**src/rtl/p1v_rst_pkg.sv**
```systemverilog
// Shared definitions for the P1V reset generator: FSM state encoding and
// reset-cause codes reported on rst_cause.
package p1v_rst_pkg;

  typedef enum logic [1:0] {
    ST_HOLD = 2'd0,
    ST_BTN  = 2'd1,
    ST_RUN  = 2'd2
  } rst_state_e;

  localparam logic [1:0] CAUSE_POR = 2'b00;
  localparam logic [1:0] CAUSE_BTN = 2'b01;
  localparam logic [1:0] CAUSE_WDT = 2'b10;

  // Level of an active-low button when nobody is pressing it.
  localparam logic BTN_RELEASED = 1'b1;

endpackage

```
**src/rtl/p1v_debounce.sv**
```systemverilog
// Multi-flop synchronizer followed by a debouncer: the output only follows the
// synchronized input after DEB_CYCLES consecutive cycles of disagreement.
module p1v_debounce
  import p1v_rst_pkg::*;
#(
  parameter int SYNC_STAGES = 2,
  parameter int DEB_CYCLES  = 800000
) (
  input  logic clk,
  input  logic res,
  input  logic din_n,
  output logic deb_n
);

  localparam int CNT_W = $clog2(DEB_CYCLES + 1);
  localparam logic [CNT_W-1:0] CNT_LAST = CNT_W'(DEB_CYCLES - 1);

  logic [SYNC_STAGES-1:0] sync_p0;
  logic [CNT_W-1:0]       cnt_p1;
  logic                   sync_out;

  assign sync_out = sync_p0[SYNC_STAGES-1];

  always_ff @(posedge clk or posedge res) begin
    if (res) begin
      sync_p0 <= {SYNC_STAGES{BTN_RELEASED}};
      cnt_p1  <= '0;
      deb_n   <= BTN_RELEASED;
    end else begin
      sync_p0 <= {sync_p0[SYNC_STAGES-2:0], din_n};
      // Any agreeing cycle restarts the stability window.
      if (sync_out == deb_n) begin
        cnt_p1 <= '0;
      end else if (cnt_p1 == CNT_LAST) begin
        deb_n  <= sync_out;
        cnt_p1 <= '0;
      end else begin
        cnt_p1 <= cnt_p1 + 1'b1;
      end
    end
  end

endmodule

```
**src/rtl/p1v_rstgen.sv**
```systemverilog
// Reset conditioner feeding P1V inp_resn: debounced button, minimum hold time,
// reset-cause reporting. Define P1V_RSTGEN_WDT_EN to add the kick watchdog.
module p1v_rstgen
  import p1v_rst_pkg::*;
#(
  parameter int SYNC_STAGES = 2,
  parameter int DEB_CYCLES  = 800000,
  parameter int HOLD_CYCLES = 16000000,
  parameter int WDT_CYCLES  = 160000000
) (
  input  logic       clk,
  input  logic       res,
  input  logic       btn_n,
`ifdef P1V_RSTGEN_WDT_EN
  input  logic       wdt_kick,
`endif
  output logic       resn_out,
  output logic [1:0] rst_cause
);

  localparam logic [23:0] HOLD_LAST = 24'(HOLD_CYCLES - 1);

  rst_state_e  state;
  logic [23:0] hold_cnt;
  logic        btn_deb_n;
  logic        btn_pressed;
  logic        wdt_expire;

  p1v_debounce #(
    .SYNC_STAGES (SYNC_STAGES),
    .DEB_CYCLES  (DEB_CYCLES)
  ) u_btn_deb (
    .clk   (clk),
    .res   (res),
    .din_n (btn_n),
    .deb_n (btn_deb_n)
  );

  assign btn_pressed = (btn_deb_n != BTN_RELEASED);

`ifdef P1V_RSTGEN_WDT_EN
  localparam int WDT_W = $clog2(WDT_CYCLES + 1);
  localparam logic [WDT_W-1:0] WDT_LAST = WDT_W'(WDT_CYCLES - 1);

  logic [SYNC_STAGES-1:0] kick_sync_p0;
  logic                   kick_prev_p1;
  logic                   kick_edge;
  logic [WDT_W-1:0]       wdt_cnt;

  assign kick_edge  = kick_sync_p0[SYNC_STAGES-1] ^ kick_prev_p1;
  assign wdt_expire = (state == ST_RUN) && (wdt_cnt == WDT_LAST);

  always_ff @(posedge clk or posedge res) begin
    if (res) begin
      kick_sync_p0 <= '0;
      kick_prev_p1 <= 1'b0;
      wdt_cnt      <= '0;
    end else begin
      kick_sync_p0 <= {kick_sync_p0[SYNC_STAGES-2:0], wdt_kick};
      kick_prev_p1 <= kick_sync_p0[SYNC_STAGES-1];
      // Either kick edge counts; the timer only runs while the core is up.
      if (state != ST_RUN || kick_edge || wdt_expire) begin
        wdt_cnt <= '0;
      end else begin
        wdt_cnt <= wdt_cnt + 1'b1;
      end
    end
  end
`else
  // Watchdog compiled out: it can never expire for any legal timeout.
  assign wdt_expire = (WDT_CYCLES < 0);
`endif

  always_ff @(posedge clk or posedge res) begin
    if (res) begin
      state     <= ST_HOLD;
      hold_cnt  <= '0;
      resn_out  <= 1'b0;
      rst_cause <= CAUSE_POR;
    end else begin
      case (state)
        ST_HOLD: begin
          if (btn_pressed) begin
            state     <= ST_BTN;
            hold_cnt  <= '0;
            rst_cause <= CAUSE_BTN;
          end else if (hold_cnt == HOLD_LAST) begin
            state    <= ST_RUN;
            resn_out <= 1'b1;
          end else begin
            // Leaves HOLD at HOLD_LAST, so the count never wraps.
            hold_cnt <= hold_cnt + 1'b1;
          end
        end
        ST_BTN: begin
          hold_cnt <= '0;
          if (!btn_pressed) begin
            state <= ST_HOLD;
          end
        end
        ST_RUN: begin
          hold_cnt <= '0;
          // Button takes priority over a coincident watchdog expiry.
          if (btn_pressed) begin
            state     <= ST_BTN;
            resn_out  <= 1'b0;
            rst_cause <= CAUSE_BTN;
          end else if (wdt_expire) begin
            state     <= ST_HOLD;
            resn_out  <= 1'b0;
            rst_cause <= CAUSE_WDT;
          end
        end
        default: begin
          state    <= ST_HOLD;
          hold_cnt <= '0;
          resn_out <= 1'b0;
        end
      endcase
    end
  end

endmodule

```
**config.mk**
```make
export PLATFORM = sky130hd
export DESIGN_NAME = p1v_rstgen
export DESIGN_NICKNAME = d
export VERILOG_FILES = /design/src/rtl/p1v_rst_pkg.sv /design/src/rtl/p1v_debounce.sv /design/src/rtl/p1v_rstgen.sv
export SDC_FILE = /design/constraint.sdc
export NUM_CORES = 1
export LEC_CHECK = 0
export CAP_MARGIN = 40
export CORE_MARGIN = 4
export CORE_UTILIZATION = 55
export DETAILED_ROUTE_END_ITERATION = 8
export HOLD_SLACK_MARGIN = 0.02
export PLACE_DENSITY = 0.81
export SETUP_SLACK_MARGIN = 0.1
export SLEW_MARGIN = 0
export SYNTH_ARGS = -nofsm -noshare
export SYNTH_HDL_FRONTEND = slang
export SYNTH_SLANG_ARGS = --single-unit
```
**constraint.sdc**
```tcl
create_clock -name clk -period 1.6 [get_ports clk]
set_input_delay 0.32 -clock clk [delete_from_list [all_inputs] [get_ports clk]]
set_output_delay 0.32 -clock clk [all_outputs]
set_load 0.1 [all_outputs]
```
==> impl_results.md, run 1 <==
- Run status: complete, but fails checks
- Violated checks: setup timing
- Final hold violation count: 0
- Num ports: 6
- Fillcell total: 234
- Avg Cell Area, Syn: 9.827 um^2
- Part of the total power dissipated in the clock network: 35.0%
- Nets in the synthesized netlist: 279
- Clock transition at the registers of the reported paths: 0.10 ns
- Arrival time reported for the critical path endpoint: 1.98 ns
- Clock tree skew after final layout: 0.01883 ns
- Pre-CTS WS: -0.1406 ns
- Share of the synthesized area in the top cell type: 44.61%
- Register area share after synthesis: 47.54%
- Hold bufs inserted after CTS: 0
- Overall routed net length: 9.147 mm
- Share of the core filled with cells in the final layout: 83.28%
- Pin count of the biggest net entering global routing: 17
- Highest ir drop seen on vdd: 0.0007512 V
- Worst r2r path cells: 5
- Clock latency on the worst-skew pair: 0.32 ns
- Number of design rule violations left after detail routing: 0
- FP Rows: 25
- Ranking of synthesized cells by area: sky130_fd_sc_hd__dfrtp_1 (45%), sky130_fd_sc_hd__a21oi_1 (3.7%), sky130_fd_sc_hd__nand4_1 (3.3%), sky130_fd_sc_hd__xor2_1 (3.3%), sky130_fd_sc_hd__nand2_1 (3.2%)
- Starting utilization of the core area: 57.01%
- Critical path buffer and inverter count: 1
- Fraction of final layout cells sized beyond drive strength 1: 45.07%
- Count of clock tree sinks: 51
- Number of global-route vias before repair: 2,624
- I/O Buffers: 4
- Total of warnings raised by yosys: 0
- Number of placed instances with taps included: 384
- Beginning of the worst register-to-register path: u_btn_deb.cnt_p1[17]$_DFF_PP0_
- Count of pins over their slew limit: 0
- Nature of the critical path startpoint: flop
- Weighted congestion at the end of routability-driven global placement: 0.8378
- Count of non-filler cells in the finished layout: 422
- Number of inserted diodes: 0
- Number of unique standard cell types used by synthesis: 46
- Slowest cell on the critical path: sky130_fd_sc_hd__or4_1
- Switching portion of total power: 24.23%
- Antenna violations before repair: 0
- Mapped cell area: 2693 um^2
- Synthesized instance count: 274
- Final nets: 359
- Tcrit/Tclk final: 110.8%
- Flip-flop and latch count after synthesis: 51
- Setup TNS Final: -3.165 ns
- Clock Path Buffers: 2
- TritonCTS clock tree: built
- CP max stage delay: 0.59 ns
- Detailed router's first-iteration violation count: 247
- Max Cap Viol: 0
- Total net switching power: 0.0005258 W
- Pwr/cell area: 551.7 nW/um^2
- Largest area contributor in the synthesized netlist: sky130_fd_sc_hd__dfrtp_1
- Int Power: 0.001644 W
- Total global-route track usage: 26.16%
- R2R Setup Slk: -0.17 ns
- Worst Path Max Fanout: 8
- Worst setup path class: flop to flop
- Core Area: 4723 um^2
- TritonCTS Buffers: 5
- Pleak: 1.567 nW
- Post-route ant nets: 0
- Final setup margin: -0.1726 ns
- Detailed-route via count: 2,725
- GRT overflow: 0
- Fmax achieved: 564.1 MHz
- Crit end category: flop
- Chain of cells forming the critical path: or4_1 > nor4_4 > a21o_1 > buf_6 > nor2_1
- Setup repair after global routing missed its margin: yes
- Die height: 77.97 um
- Placed wire-length estimate after detailed placement: 4.505 mm
- Global-route wire length before repair: 12.47 mm
- Most instantiated flip-flop cell in the synthesis netlist: sky130_fd_sc_hd__dfrtp_1
- Share of total power in combinational logic: 4.7%
- Die ar.: 6079 um^2
- Hold Crit Class: input port to asynchronous set/reset pin
- Worst Path Required: 1.81 ns
- Detailed-routing iteration count for the pre-antenna-repair pass: 6
- Number of logic stages on the critical path including buffering: 5
- Time the final worst path needs with I/O delays and setup: 1.773 ns
- Via/cell ratio: 6.457
- Number of synthesized flops with an enable pin: 0
- Clock root buffer: sky130_fd_sc_hd__clkbuf_8
- Capturing point of the worst reg2reg path: u_btn_deb.cnt_p1[7]$_DFF_PP0_
- Total area of multi-input combinational cells: 1665 um^2
- Sequential share of power: 60.3%
- FF/Latch Area: 1287 um^2
- Fraction of synthesis flops using an asynchronous set or reset pin: 100.0%
- Area growth from synthesis to final layout: 46.10%
- Dominant delay contributor by cell family on the critical path: simple AND/OR/NAND/NOR gates
- Die width: 77.97 um
- Avg WL per Cell: 21.68 um
- Level count of the clock H-tree: 2
- Number of setup violations in the final report: 31
- Final total power: 0.002170 W
power groups by stage:
stage	sequential, W	clock, W	combinational [W]
2_1_floorplan	0.00133	0	0.0000533
3_3_place_gp	0.00133	0	0.0000787
4_1_cts	0.00131	0.000759	0.0000874
5_1_grt	0.00131	0.000823	0.000112
6_report	0.00131	0.000760	0.000102
3_5_place_dp	0.00133	0	0.0000803
worst max-delay path by stage:
stage	slack (ns)	end	from
after floorplan	-0.09	u_btn_deb.cnt_p1[14]$_DFF_PP0_	u_btn_deb.cnt_p1[17]$_DFF_PP0_
after global placement	-0.09	u_btn_deb.cnt_p1[13]$_DFF_PP0_	u_btn_deb.cnt_p1[17]$_DFF_PP0_
after detailed placement	-0.14	u_btn_deb.cnt_p1[9]$_DFF_PP0_	u_btn_deb.cnt_p1[17]$_DFF_PP0_
after CTS	-0.12	u_btn_deb.cnt_p1[18]$_DFF_PP0_	u_btn_deb.cnt_p1[16]$_DFF_PP0_
after global routing	-0.21	u_btn_deb.cnt_p1[7]$_DFF_PP0_	u_btn_deb.cnt_p1[17]$_DFF_PP0_
final	-0.17	u_btn_deb.cnt_p1[7]$_DFF_PP0_	u_btn_deb.cnt_p1[17]$_DFF_PP0_
state kept, by name, indices dropped and copies added (netlist names):
register,cells
state,2
rst_cause,1
u_btn_deb.deb_n,1
resn_out,1
hold_cnt,24
u_btn_deb.sync_p0,2
u_btn_deb.cnt_p1,20
cell families after synthesis:
family | synth area share [%]
compound gates | 12.41
flops | 47.54
buf+inv | 4.414
mux | 1.533
other cells | 0.1393
xor+xnor | 6.180
simple gates | 26.86
fa+ha+maj | 0.9292
layout by cell type (no fill, tap or decap), types with 9 or more instances in the layout:
| cell | n |
|---|---|
| sky130_fd_sc_hd__buf_4 | 67 |
| sky130_fd_sc_hd__dfrtp_1 | 42 |
| sky130_fd_sc_hd__nand2_1 | 21 |
| sky130_fd_sc_hd__nand4_1 | 14 |
| sky130_fd_sc_hd__nor2_1 | 14 |
| sky130_fd_sc_hd__a21oi_1 | 10 |
| sky130_fd_sc_hd__a21oi_2 | 10 |
| sky130_fd_sc_hd__nand3_1 | 9 |
| sky130_fd_sc_hd__xnor2_1 | 9 |
| sky130_fd_sc_hd__xor2_1 | 9 |
repair_timing:
item	4_1_cts	5_1_grt
pin swaps	29	22
gates cloned	3	3
buffers inserted	10	15
resized for setup	52	40
setup endpoints to repair	43	43
worst register-to-register path, cell delays in order, from the launching register on:
cell and delay (ns):
sky130_fd_sc_hd__dfrtp_1 0.43, sky130_fd_sc_hd__or4_1 0.59, sky130_fd_sc_hd__nor4_4 0.18, sky130_fd_sc_hd__a21o_1 0.22, sky130_fd_sc_hd__buf_6 0.16, sky130_fd_sc_hd__nor2_1 0.08
routing by layer:
layer / track usage, % / share of wire, % / up-vias
li1: - / - / 1164
met1: 30.72 / 38 / 1345
met2: 45.72 / 50 / 159
met3: 4.640 / 6.0 / 57
met4: 13.11 / 5.8 / 0
met5: 0 / 0 / -
final cells by class:
class                   instances  area share [%]
well taps                      67           2.131
clock inverters                 2          0.3181
repair buffers                 86           19.97
flip-flops and latches         51           32.73
multi-input cells             204           42.33
clock buffers                   6           1.845
inverters                       6          0.6679
through the flow:
step / hold WS (ns) / area (um^2)
global placement: 0.3453 / 3193
floorplan: 0.3245 / 2765
finish: 0.3093 / 3934
detailed placement: 0.3500 / 3193
CTS: 0.3150 / 3606
global route: 0.3281 / 3934
cell usage after synthesis (2+ instances only):
library cell and number:
sky130_fd_sc_hd__dfrtp_1 48, sky130_fd_sc_hd__o31ai_1 7, sky130_fd_sc_hd__nor4bb_1 2, sky130_fd_sc_hd__and2_1 5, sky130_fd_sc_hd__nor3_1 6, sky130_fd_sc_hd__and3_1 3, sky130_fd_sc_hd__nor4_1 2, sky130_fd_sc_hd__ha_1 2
sky130_fd_sc_hd__a21boi_0 2, sky130_fd_sc_hd__dfstp_2 3, sky130_fd_sc_hd__a211oi_1 3, sky130_fd_sc_hd__clkbuf_1 6, sky130_fd_sc_hd__o21a_1 2, sky130_fd_sc_hd__a21oi_1 20, sky130_fd_sc_hd__or3_1 4, sky130_fd_sc_hd__buf_2 2
sky130_fd_sc_hd__buf_6 3, sky130_fd_sc_hd__xor2_1 10, sky130_fd_sc_hd__a2111o_1 4, sky130_fd_sc_hd__nand4_1 14, sky130_fd_sc_hd__or4_1 8, sky130_fd_sc_hd__nand2b_1 4, sky130_fd_sc_hd__buf_4 3, sky130_fd_sc_hd__o21ai_0 12
sky130_fd_sc_hd__xnor2_1 9, sky130_fd_sc_hd__inv_1 6, sky130_fd_sc_hd__nand2_1 23, sky130_fd_sc_hd__nand3_1 13, sky130_fd_sc_hd__nor2_1 20, sky130_fd_sc_hd__and4_1 9, sky130_fd_sc_hd__mux2i_1 3, sky130_fd_sc_hd__nand3_4 2
(Power assumes the default switching activity.)
==> inputs of run 2 (changes only) <==
--- a/config.mk
+++ b/config.mk
@@ -5,6 +5,7 @@
 export SDC_FILE = /design/constraint.sdc
 export NUM_CORES = 1
 export LEC_CHECK = 0
+export ABC_CLOCK_PERIOD_IN_PS = 1600
 export CAP_MARGIN = 40
 export CORE_MARGIN = 4
 export CORE_UTILIZATION = 55
@@ -12,7 +13,6 @@
 export HOLD_SLACK_MARGIN = 0.02
 export PLACE_DENSITY = 0.81
 export SETUP_SLACK_MARGIN = 0.1
-export SLEW_MARGIN = 0
 export SYNTH_ARGS = -nofsm -noshare
 export SYNTH_HDL_FRONTEND = slang
 export SYNTH_SLANG_ARGS = --single-unit
==> results of run 2 <==
Same layout as run 1: the final DEF is identical, and so are final timing and power.
==> inputs of run 3 (changes only) <==
--- a/config.mk
+++ b/config.mk
@@ -9,6 +9,7 @@
 export CAP_MARGIN = 40
 export CORE_MARGIN = 4
 export CORE_UTILIZATION = 55
+export CTS_CLUSTER_DIAMETER = 150
 export DETAILED_ROUTE_END_ITERATION = 8
 export HOLD_SLACK_MARGIN = 0.02
 export PLACE_DENSITY = 0.81
==> results of run 3 <==
Same layout as run 1: the final DEF is identical, and so are final timing and power.
